### config.mk
export PLATFORM = sky130hd
export DESIGN_NAME = useq_host_bridge
export DESIGN_NICKNAME = d
export VERILOG_FILES = /design/src/rtl/useq_host_bridge.sv
export SDC_FILE = /design/constraint.sdc
export NUM_CORES = 1
export LEC_CHECK = 0
export ABC_AREA = 1
export CAP_MARGIN = 40
export CORE_MARGIN = 3
export CORE_UTILIZATION = 35
export DETAILED_ROUTE_END_ITERATION = 6
export GPL_TIMING_DRIVEN = 1
export PLACE_DENSITY = 0.8
export SYNTH_ARGS = -nofsm -noshare
export SYNTH_HDL_FRONTEND = slang
export SYNTH_SLANG_ARGS = --single-unit
### constraint.sdc
create_clock -name clk -period 1.15 [get_ports clk]
set_clock_uncertainty 0.1 [all_clocks]
set_input_delay 0.23 -clock clk [delete_from_list [all_inputs] [get_ports clk]]
set_output_delay 0.23 -clock clk [all_outputs]
set_load 0.01 [all_outputs]
### src/rtl/useq_host_bridge.sv
// ---------------------------------------------------------------------------
// useq_host_bridge
//
// Host-side neighbour of the useq core. Turns a valid/ready byte stream into
// single-cycle write pulses on the core's host FIFO port, and turns bytes
// popped from that FIFO into a valid/ready output stream. Only one FIFO op is
// in flight at a time. The core's fifo flags are looked at only in IDLE, and
// a GAP period after every op gives them time to settle.
//
// Parameters
//   GAP_CYCLES  idle cycles after each FIFO op (values below 1 act as 1)
//   WR_FIRST    which op wins the first time write and read are both possible
//               after reset (1 = write)
//
// Ports
//   clk, rst_n          clock, synchronous active-low reset
//   s_data/s_valid      host byte to push into the core FIFO
//   s_ready             combinational: byte accepted this cycle
//   m_data/m_valid      byte popped from the core FIFO, held until m_ready
//   m_ready             consumer takes m_data
//   fifo_empty/full     core FIFO flags
//   fifo_out            core FIFO data, valid the cycle after read_fifo
//   write_fifo          registered one-cycle write pulse to the core
//   read_fifo           registered one-cycle read pulse to the core
//   fifo_in             registered write data, valid with write_fifo
//   busy                FSM is not in IDLE
// ---------------------------------------------------------------------------
module useq_host_bridge #(
  parameter int GAP_CYCLES = 1,
  parameter bit WR_FIRST   = 1'b1
) (
  input  logic       clk,
  input  logic       rst_n,
  input  logic [7:0] s_data,
  input  logic       s_valid,
  output logic       s_ready,
  output logic [7:0] m_data,
  output logic       m_valid,
  input  logic       m_ready,
  input  logic       fifo_empty,
  input  logic       fifo_full,
  input  logic [7:0] fifo_out,
  output logic       write_fifo,
  output logic       read_fifo,
  output logic [7:0] fifo_in,
  output logic       busy
);

  typedef enum logic [2:0] {
    ST_IDLE   = 3'd0,
    ST_WR     = 3'd1,
    ST_RD     = 3'd2,
    ST_RD_CAP = 3'd3,
    ST_GAP    = 3'd4
  } state_e;

  localparam int GAP_EFF = (GAP_CYCLES < 1) ? 1 : GAP_CYCLES;
  localparam int GAP_W   = $clog2(GAP_EFF + 1);
  localparam logic [GAP_W-1:0] GAP_LOAD = GAP_W'(GAP_EFF);

  state_e           state_q,      state_d;
  logic [GAP_W-1:0] gap_cnt_q,    gap_cnt_d;
  logic             tog_q,        tog_d;
  logic             write_fifo_q, write_fifo_d;
  logic             read_fifo_q,  read_fifo_d;
  logic [7:0]       fifo_in_q,    fifo_in_d;
  logic [7:0]       m_data_q,     m_data_d;
  logic             m_valid_q,    m_valid_d;

  logic wr_ok;
  logic rd_ok;

  // A read is only worth doing if the single-entry output register is free.
  assign wr_ok = s_valid & ~fifo_full;
  assign rd_ok = ~fifo_empty & ~m_valid_q;

  always_comb begin
    state_d      = state_q;
    gap_cnt_d    = gap_cnt_q;
    tog_d        = tog_q;
    write_fifo_d = 1'b0;
    read_fifo_d  = 1'b0;
    fifo_in_d    = fifo_in_q;
    m_data_d     = m_data_q;
    m_valid_d    = m_valid_q;
    s_ready      = 1'b0;

    if (m_valid_q && m_ready) begin
      m_valid_d = 1'b0;
    end

    case (state_q)
      ST_IDLE: begin
        // No op is started while reset is held, so s_ready never claims a
        // byte that the reset is about to discard.
        if (rst_n) begin
          if (wr_ok && (!rd_ok || tog_q)) begin
            s_ready      = 1'b1;
            fifo_in_d    = s_data;
            write_fifo_d = 1'b1;
            state_d      = ST_WR;
            if (rd_ok) tog_d = ~tog_q;
          end else if (rd_ok) begin
            read_fifo_d = 1'b1;
            state_d     = ST_RD;
            if (wr_ok) tog_d = ~tog_q;
          end
        end
      end
      ST_WR: begin
        state_d   = ST_GAP;
        gap_cnt_d = GAP_LOAD;
      end
      ST_RD: begin
        state_d = ST_RD_CAP;
      end
      ST_RD_CAP: begin
        // fifo_out is valid now, one cycle after the read pulse.
        m_data_d  = fifo_out;
        m_valid_d = 1'b1;
        state_d   = ST_GAP;
        gap_cnt_d = GAP_LOAD;
      end
      ST_GAP: begin
        if (gap_cnt_q <= GAP_W'(1)) begin
          state_d = ST_IDLE;
        end else begin
          gap_cnt_d = gap_cnt_q - GAP_W'(1);
        end
      end
      default: begin
        state_d = ST_IDLE;
      end
    endcase
  end

  always_ff @(posedge clk) begin
    if (!rst_n) begin
      state_q      <= ST_IDLE;
      gap_cnt_q    <= '0;
      tog_q        <= WR_FIRST;
      write_fifo_q <= 1'b0;
      read_fifo_q  <= 1'b0;
      fifo_in_q    <= 8'h00;
      m_data_q     <= 8'h00;
      m_valid_q    <= 1'b0;
    end else begin
      state_q      <= state_d;
      gap_cnt_q    <= gap_cnt_d;
      tog_q        <= tog_d;
      write_fifo_q <= write_fifo_d;
      read_fifo_q  <= read_fifo_d;
      fifo_in_q    <= fifo_in_d;
      m_data_q     <= m_data_d;
      m_valid_q    <= m_valid_d;
    end
  end

  assign write_fifo = write_fifo_q;
  assign read_fifo  = read_fifo_q;
  assign fifo_in    = fifo_in_q;
  assign m_data     = m_data_q;
  assign m_valid    = m_valid_q;
  assign busy       = (state_q != ST_IDLE);

endmodule
==> results of run 1 <==
layer usage:
| metal | wire (um) | share of wire | vias to the layer above |
|---|---|---|---|
| li1 | - | - | 536 |
| met1 | 1229 | 0.38 | 499 |
| met2 | 1641 | 0.51 | 48 |
| met3 | 228 | 0.071 | 9 |
| met4 | 95 | 0.030 | 0 |
| met5 | 0 | 0 | - |
flip-flops by register name, summed over array words and instances, names as in the netlist:
name and flops:
m_data 8, fifo_in 8, write_fifo 1, m_valid 1
state_q 3, read_fifo 1, tog_q 1
metrics by stage:
step | std cells | hold WS (ns) | utilization
2_1_floorplan | 127 | 0.2932 | -
3_3_place_gp | 211 | 0.3652 | 0.6034
3_5_place_dp | 211 | 0.3758 | 0.6034
4_1_cts | 220 | 0.3862 | 0.6295
5_1_grt | 224 | 0.3759 | 0.6797
6_report | 224 | 0.3361 | 0.6797
cell usage after synthesis:
master,count,share of area
buf_2,1,0.0051
nand2_4,2,0.023
dfxtp_1,23,0.47
nand2_2,1,0.0063
nor2_8,1,0.020
o21ai_0,9,0.046
nor2_2,3,0.019
a21oi_1,1,0.0051
nand3_1,3,0.015
nand4_1,9,0.057
nor2_1,35,0.13
buf_6,1,0.011
clkbuf_1,1,0.0038
a21oi_2,1,0.0089
nand3_4,2,0.035
nor2_4,1,0.011
nor3_1,4,0.020
inv_2,3,0.011
buf_4,1,0.0076
inv_1,14,0.053
nand2_1,11,0.042
cell type report:
| class | instances | area share |
|---|---|---|
| clock buffer | 4 | 0.01493 |
| inverter | 17 | 0.03838 |
| multi-input combinational | 84 | 0.2928 |
| sequential | 23 | 0.2765 |
| tap | 30 | 0.02132 |
| timing repair buffer | 66 | 0.3561 |
kinds of logic after synthesis:
| group | Yosys count | share of synthesized area |
|---|---|---|
| compound gates | 11 | 0.05949 |
| flops | 23 | 0.4658 |
| simple gates | 72 | 0.3823 |
| buf+inv | 21 | 0.09240 |
cells in the final DEF (no fill, tap or decap), drive strengths merged:
cell	instances
o21ai	9
dlygate4sd2	2
dlymetal6s2s	1
nand4	9
nor2	41
clkinvlp	1
dfxtp	23
buf	44
nor3	4
inv	16
clkbuf	5
a21oi	2
nand2	14
nand3	5
clkdlybuf4s50	18
worst max-delay path, cell delays in order (launching register included):
cell     delay (ns)
dfxtp_2        0.37
nor2_4         0.05
nand2_4        0.07
nand2_4        0.05
nor3_4         0.14
buf_2          0.16
timing repair:
item,CTS,global route
gates resized for setup,125,26
setup endpoints to repair,41,32
buffers inserted,4,7
gates cloned,2,0
hold buffers,0,0
pin swaps,7,15
worst max path at each step:
stage | from | slack, ns | cells past startpoint | end
floorplan | m_valid | -0.02 | 6 | state_q[0]
global placement | s_valid | -0.77 | 6 | s_ready
detailed placement | s_valid | -0.76 | 6 | s_ready
CTS | state_q[1] | -0.34 | 4 | s_ready
global route | m_valid | -0.40 | 5 | s_ready
finish | m_valid | -0.34 | 5 | s_ready
power by group through the flow:
stage	Sequential [W]	Combinational [W]	Clock (W)
CTS	0.000916	0.000840	0.000395
global route	0.000933	0.00102	0.000417
floorplan	0.000956	0.000317	0
global placement	0.000920	0.000709	0
detailed placement	0.000923	0.000730	0
finish	0.000926	0.000955	0.000383
==> metrics.cfg, run 1 <==
[drt]
routedWlPerCell_um = 14.26
via_count = 1092
final_antenna_net_count = 0
firstDrtPassIters = 4
drcViolationCount = 0
drtIter0Drc = 72
wirelength_um = 3195
via_per_inst = 4.875

[worst_setup_path]
r2r-end = fifo_in[6]
r2r_cells = 8
critPathArrivalTime_ns = 1.16
worstSetupStartpointType = register
cp.required_ns = 0.82
crit_fanout = 2
crit_type = reg -> out
cp-end-kind = output port
r2r-start = state_q[2]
r2r_setup_slack_ns = -0.20

[grt]
met3_usage = 0.02832
use_met2 = 0.3249
grt_antenna_before_repair = 0
grt_max_degree = 20
grt-busiest-layer = met2
grt.overflow.total = 0
grt_pass1_vias = 1035
grtUsageTotal = 0.1791
grt_pass1_wl_um = 4664
grt_use_met1 = 0.2038

[synth]
yosys_register_bits = 23
syn-cell-area_sq_um = 988.4
yosys_warnings = 0
ys_types = 21
ys_seq_area_frac = 0.4658
syn-instance-count = 127
syn_avg_cell_area_sq_um = 7.783
syn-num-nets = 149

[clocking]
cts.sinks = 23
numCtsBuffers = 3
clock_path_buffers = 2
clock_latency_ns = 0.32
cts_tree = done
clk_pin_slew_ns = 0.12
root_buffer = clkbuf_4
cts.htree.levels = 1

[status]
violations = negative setup slack
run_status = complete, but fails checks

[power]
powerDensity_nw_per_um2 = 1286
p_int_w = 0.001529
peakVddDrop_mv = 0.9475
pwr-share-comb = 0.422
switching_share = 0.3251
pwr-share-seq = 0.409
power.static_leakage_nw = 0.8365
clkPwrFrac = 0.169
power_switching_w = 0.0007362
power_w = 0.002265

[sta]
finalMaxSlewViolations = 0
tns_ns = -2.944
timing.fmax_ghz = 0.6711
worst_pin_slew_ns = 0.2418
rsz0062_at_grt = yes
fin_crit_ns = 1.490
report.final.setup_viol = 24
finalCritPeriodShare = 1.296
fin_ws_ns = -0.3401
finalHoldViolCount = 0
slew_headroom = 0.8379

[final_layout]
final_nets = 217
synthToLayoutAreaGrowth_pct = 78.10
nFillCells = 193
multi_input_area_sq_um = 515.5
drive_gt1_frac = 0.5052
antenna_cells = 0
design_area_sq_um = 1760
seqCellArea_sq_um = 486.7

[floorplan]
initial_core_util = 0.3816
die_w_um = 59.14
num_rows = 18
dieArea_sq_um = 3498
core_area_sq_um = 2590
chipHeight_um = 59.14
io_pins = 43

[placed_design]
hpwl_um = 2022
dpl_cell_area_sq_um = 1563
place.gp.congestion = 0.8235
portBuffers = 42
dp_slack_ns = -0.7626

[min_path]
worstHoldStart = fifo_full
whs_path_depth = 5
worst_hold_path_type = in -> reg
min_to = tog_q

[job]
cap_violations = 0

(Power assumes the default switching activity.)
==> inputs of run 2 (changes only) <==
--- a/config.mk
+++ b/config.mk
@@ -7,11 +7,13 @@
 export LEC_CHECK = 0
 export ABC_AREA = 1
 export CAP_MARGIN = 40
+export CELL_PAD_IN_SITES_DETAIL_PLACEMENT = 0
+export CELL_PAD_IN_SITES_GLOBAL_PLACEMENT = 1
 export CORE_MARGIN = 3
-export CORE_UTILIZATION = 35
+export CORE_UTILIZATION = 26
 export DETAILED_ROUTE_END_ITERATION = 6
 export GPL_TIMING_DRIVEN = 1
-export PLACE_DENSITY = 0.8
+export PLACE_DENSITY = 0.84
 export SYNTH_ARGS = -nofsm -noshare
 export SYNTH_HDL_FRONTEND = slang
 export SYNTH_SLANG_ARGS = --single-unit
==> run 2 against run 1 <==
Effect of this change:
- the run still ends with negative setup slack left
- final cell count increased by 5.8%
- sequential power down 1%
- sequential cell count unchanged
- critical path depth is the same
- worst setup slack improved by 0.10 ns
- utilization decreased by 21 points
- count of clock-buffer cells in the layout is the same
- combinational power decreased by 20%
- cell area shrank 6.6%
- maximum frequency grew 7.5%
- register-to-register slack better by 0.13 ns
- non-clock buffer count down 3
- largest cell class unchanged
==> metrics.cfg, run 2 (same netlist as run 1, synthesis figures left out) <==
[status]
run_status = complete, but fails checks
violations = negative setup slack

[min_path]
worst_hold_path_type = reg -> reg
worstHoldStart = fifo_in[1]

[worst_setup_path]
worstSetupStartpointType = register
r2r-start = state_q[2]
crit_type = reg -> out
crit_fanout = 2  ; unchanged
worstPathCellList = nor2_4, nand2_4, nand2_4, nor3_4, buf_2
cp-end-kind = output port
critPathArrivalTime_ns = 1.06  ; -0.10 ns
crit_slowest_cell = dfxtp_2
startpoint = m_valid
cp.required_ns = 0.82  ; about the same
slowest_delay_ns = 0.34  ; -0.03 ns
r2r_setup_slack_ns = -0.07  ; +0.13 ns
cpMostUsedCell = nand2_4

[sta]
tns_ns = -1.197  ; +1.747 ns
finalCritPeriodShare = 1.206  ; -0.08988
report.final.setup_viol = 22  ; -8.3%
finalHoldViolCount = 0  ; unchanged
fin_ws_ns = -0.2367  ; +0.1034 ns
worst_pin_slew_ns = 0.3783  ; +0.1365 ns
slew_headroom = 0.7459  ; -0.09206
finalMaxSlewViolations = 0  ; unchanged
fin_crit_ns = 1.387  ; -0.1034 ns
timing.fmax_ghz = 0.7211  ; +7.5%
rsz0062_at_grt = yes
fin_hold_ws_ns = 0.3714  ; +0.03532 ns

[power]
power_w = 0.002173  ; -4.1%
powerDensity_nw_per_um2 = 1321  ; +2.7%
peakVddDrop_mv = 0.5276  ; -44%
power.static_leakage_nw = 0.7819  ; -6.5%

[clocking]
cts.htree.levels = 1  ; unchanged
clock_path_buffers = 2  ; unchanged
clk_pin_slew_ns = 0.08  ; -0.04 ns
cts_tree = done
clock_latency_ns = 0.26  ; -0.06 ns
root_buffer = clkbuf_8
numCtsBuffers = 3  ; unchanged
cts.sinks = 23  ; unchanged

[job]
cap_violations = 0  ; unchanged

[drt]
drtIter0Drc = 54  ; -25%
firstDrtPassIters = 5  ; +1
drcViolationCount = 0  ; unchanged
routedWlPerCell_um = 11.67  ; -18%
wirelength_um = 2765  ; -13%
final_antenna_net_count = 0  ; unchanged
via_count = 1036  ; -5.1%
via_per_inst = 4.371  ; -10%

[grt]
grt.overflow.total = 0  ; unchanged
grt_pass1_wl_um = 4526  ; -3.0%
grt_max_degree = 20  ; unchanged
grt_pass1_vias = 1038  ; +0.29%
grtUsageTotal = 0.1275  ; -0.05164
grt_antenna_before_repair = 0  ; unchanged

[final_layout]
synthToLayoutAreaGrowth_pct = 66.33
drive_gt1_frac = 0.4607  ; -0.04442
layout_common_cells = 29 x nor2_1, 18 x dfxtp_2, 18 x buf_2
final_nets = 214  ; -1.4%
antenna_cells = 0  ; unchanged
final_common_cell = nor2_1
nFillCells = 356  ; +84%

[floorplan]
dieArea_sq_um = 4578  ; +31%
die_w_um = 67.66  ; +14%
io_pins = 43  ; unchanged
core_area_sq_um = 3495  ; +35%
chipHeight_um = 67.66  ; +14%
num_rows = 21  ; +3
initial_core_util = 0.2828  ; -0.09879

[placed_design]
hpwl_um = 1944  ; -3.9%
place.gp.congestion = 0.7988  ; -3.0%
portBuffers = 42  ; unchanged
dp_slack_ns = -0.7507  ; +0.01192 ns

## run 2: changes by cell type in the layout (fill, tap and decap cells not counted), moves of 3 or more
cell	before	now
buf_6	15	7
buf_2	11	18
clkbuf_4	3	0
clkbuf_8	0	3
dfxtp_1	2	5
dfxtp_2	21	18
o21ai_0	4	1
o21ai_1	5	8
## run 2: layout make-up
class                   count  area [sq um]  share of cell area
clock buffers               4         45.04             0.02740
inverters                  17         67.56             0.04110
multi-input cells          84         484.2              0.2945
flip-flops and latches     23         483.0              0.2938
well taps                  46         57.56             0.03501
repair buffers             63         506.7              0.3082
## run 2: report_power, final
| group | internal (W) | leakage (nW) | switching, W | total, W |
|---|---|---|---|---|
| Sequential | 0.000879 | 0.195 | 0.0000377 | 0.000916 |
| Clock | 0.000247 | 0.0228 | 0.000247 | 0.000494 |
| Combinational | 0.000385 | 0.564 | 0.000377 | 0.000762 |
| Total | 0.00151 | 0.782 | 0.000662 | 0.00217 |
## run 2: metrics by stage
step           cells  utilization  instance area [sq um]
6_report         237       0.4705                   1644
3_5_place_dp     226       0.4472                   1563
5_1_grt          237       0.4705                   1644
3_3_place_gp     226       0.4472                   1563
2_1_floorplan    127            -                  999.7
4_1_cts          236       0.4869                   1702
## run 2: worst paths after layout
| path | cells past startpoint | to |
|---|---|---|
| setup reg to reg | 8 | fifo_in[5] |
| setup / recovery | 5 | s_ready |
| hold reg to reg | 2 | fifo_in[1] |
| hold / removal | 2 | fifo_in[1] |
## run 2: critical path: cells and delay by family (launching register included)
kind | cells | cell delay, ns
buf+inv | 1 | 0.13
simple gates | 4 | 0.33
flops | 1 | 0.34
## run 2: layer usage
layer / GRT usage / part of all wire
met5: 0 / 0
met4: 0.04557 / 0.012
met3: 0.01331 / 0.062
met2: 0.2260 / 0.48
met1: 0.1576 / 0.45
## run 2: repair_timing
action	4_1_cts	5_1_grt
gates cloned	2	0
pin swaps	9	1
hold buffers	0	0
setup endpoints to repair	41	38
buffers inserted	4	1
resized for setup	109	27
==> inputs of run 3 (changes only) <==
--- a/config.mk
+++ b/config.mk
@@ -9,11 +9,11 @@
 export CAP_MARGIN = 40
 export CELL_PAD_IN_SITES_DETAIL_PLACEMENT = 0
 export CELL_PAD_IN_SITES_GLOBAL_PLACEMENT = 1
-export CORE_MARGIN = 3
+export CORE_MARGIN = 8
 export CORE_UTILIZATION = 26
 export DETAILED_ROUTE_END_ITERATION = 6
 export GPL_TIMING_DRIVEN = 1
-export PLACE_DENSITY = 0.84
+export PLACE_DENSITY_LB_ADDON = 0.12
 export SYNTH_ARGS = -nofsm -noshare
 export SYNTH_HDL_FRONTEND = slang
 export SYNTH_SLANG_ARGS = --single-unit
==> run 3 against run 2 <==
Effect of this change:
- the run still ends with negative setup slack left
- combinational power shrank 0.7%
- die area grew 32%
- power down 0.29%
- via count decreased by 2.0%
- sequential share of layout area decreased by 0.22 points
- largest power group unchanged
- cell area grew 0.23%
==> metrics.cfg, run 3 (same netlist as run 1, synthesis figures left out) <==
[status]
run_status = complete, but fails checks
violations = negative setup slack

[grt]
grt_antenna_before_repair = 0  ; unchanged
grt_pass1_vias = 1018  ; -1.9%
grt_max_degree = 20  ; unchanged
grt-busiest-layer = met2
met3_usage = 0.02535  ; +0.01203
grt_pass1_wl_um = 4705  ; +4.0%
grtUsageTotal = 0.09460  ; -0.03286
grt.overflow.total = 0  ; unchanged
grt_use_met1 = 0.1119  ; -0.04570
use_met2 = 0.1596  ; -0.06644

[floorplan]
initial_core_util = 0.2700  ; -0.01286
core_area_sq_um = 3661  ; +4.8%
chipHeight_um = 77.66  ; +15%
dieArea_sq_um = 6031  ; +32%
num_rows = 22  ; +4.8%
io_pins = 43  ; unchanged
die_w_um = 77.66  ; +15%

[job]
cap_violations = 0  ; unchanged

[sta]
timing.fmax_ghz = 0.6990  ; -3.1%
report.final.setup_viol = 14  ; -36%
fin_crit_ns = 1.431  ; +0.04393 ns
rsz0062_at_grt = yes
finalMaxSlewViolations = 0  ; unchanged
slew_headroom = 0.8090  ; +0.06317
finalHoldViolCount = 0  ; unchanged
fin_ws_ns = -0.2807  ; -0.04393 ns
finalCritPeriodShare = 1.244  ; +0.03820
worst_pin_slew_ns = 0.2842  ; -0.09403 ns
tns_ns = -1.406  ; -0.2087 ns

[clocking]
ctsHoldBuffers = 0  ; unchanged
cts.htree.levels = 1  ; unchanged
cts.sinks = 23  ; unchanged
clock_path_buffers = 2  ; unchanged
clock_latency_ns = 0.26  ; about the same
cts_tree = done
numCtsBuffers = 3  ; unchanged
root_buffer = clkbuf_8
clk_pin_slew_ns = 0.08  ; about the same

[drt]
via_count = 1015  ; -2.0%
routedWlPerCell_um = 11.82  ; +1.3%
firstDrtPassIters = 3  ; -2
drcViolationCount = 0  ; unchanged
wirelength_um = 2824  ; +2.1%
drtIter0Drc = 12  ; -78%
final_antenna_net_count = 0  ; unchanged
via_per_inst = 4.247  ; -2.8%

[placed_design]
portBuffers = 42  ; unchanged
hpwl_um = 2172  ; +12%
place.gp.congestion = 0.7474  ; -6.4%

[worst_setup_path]
crit_slowest_cell = clkdlybuf4s50_1
crit_fanout = 2  ; unchanged
worstPathCellList = clkdlybuf4s50_1, inv_2, nor3_4, buf_2
startpoint = rst_n
cp.buffers_inverters = 3  ; +2
crit_type = in -> out
r2r-end = fifo_in[4]
path_delay_family = buffers and inverters
r2r-start = m_valid
cp-endpoint = s_ready
critPathArrivalTime_ns = 1.10  ; +0.04 ns
cp-end-kind = output port
r2r_setup_slack_ns = -0.09  ; -0.02 ns
cp.depth = 4  ; -1
worstSetupStartpointType = input pin
r2r_cells = 7  ; -1
slowest_delay_ns = 0.49  ; +0.15 ns
cp.required_ns = 0.82  ; about the same

[final_layout]
nFillCells = 393  ; +10%
finish.utilization = 0.4501  ; -0.02036
antenna_cells = 0  ; unchanged
synthToLayoutAreaGrowth_pct = 66.71
final_nets = 214  ; unchanged
drive_gt1_frac = 0.4398  ; -0.02094
layout_common_cells = 35 x nor2_1, 19 x buf_2, 18 x clkdlybuf4s50_1
final_common_cell = nor2_1

[min_path]
whs_path_depth = 2  ; unchanged
worst_hold_path_type = reg -> reg

[power]
powerDensity_nw_per_um2 = 1315  ; -0.51%
power.static_leakage_nw = 0.7858  ; +0.50%
power_w = 0.002166  ; -0.29%
peakVddDrop_mv = 0.4593  ; -13%

==> run 3: layout make-up <==
cell class,instances,area (sq um),share of cell area
inverter,17,67.56,0.04100
multi-input combinational,84,471.7,0.2863
timing repair buffer,63,521.8,0.3166
clock inverter,1,5.005,0.003037
clock buffer,3,41.29,0.02506
tap,48,60.06,0.03645
sequential,23,480.5,0.2916
==> run 3: per-stage QoR <==
| step | hold WS [ns] | cell area (sq um) | std cells | worst slack, ns |
|---|---|---|---|---|
| 5_1_grt | 0.3971 | 1648 | 239 | -0.3519 |
| 2_1_floorplan | 0.2932 | 999.7 | 127 | -0.02276 |
| 3_3_place_gp | 0.3641 | 1593 | 230 | -0.7691 |
| 6_report | 0.3672 | 1648 | 239 | -0.2807 |
| 3_5_place_dp | 0.3774 | 1593 | 230 | -0.7781 |
| 4_1_cts | 0.3835 | 1665 | 237 | -0.3011 |
==> run 3: how the worst min path moves through the flow <==
stage,startpoint,end,slack (ns)
after floorplan,fifo_out[0],m_data[0],0.29
after global placement,m_data[3],m_data[3],0.36
after detailed placement,m_data[2],m_data[2],0.38
after CTS,m_data[6],m_data[6],0.38
after global routing,m_data[6],m_data[6],0.40
final,m_data[3],m_data[3],0.37
==> run 3: worst min-delay path: stages, from the launching register on <==
cell and delay [ns]:
dfxtp_2 0.33, nor2_1 0.04, nor2_1 0.07
==> run 3: per-layer routing <==
layer  vias up  routed length [um]
li1        530                   -
met1       450                1308
met2        31                1331
met3         4                 152
met4         0                  32
met5         -                   0
==> run 3: power by group <==
group          switching (W)  internal, W
sequential         0.0000346     0.000878
combinational       0.000370     0.000388
clock               0.000255     0.000242
==> run 3: repair_timing <==
| action | 4_1_cts | 5_1_grt |
|---|---|---|
| setup endpoints to repair | 41 | 30 |
| pin swaps | 6 | 6 |
| gates resized for setup | 111 | 12 |
| setup buffers | 4 | 1 |
| cloned | 0 | 1 |
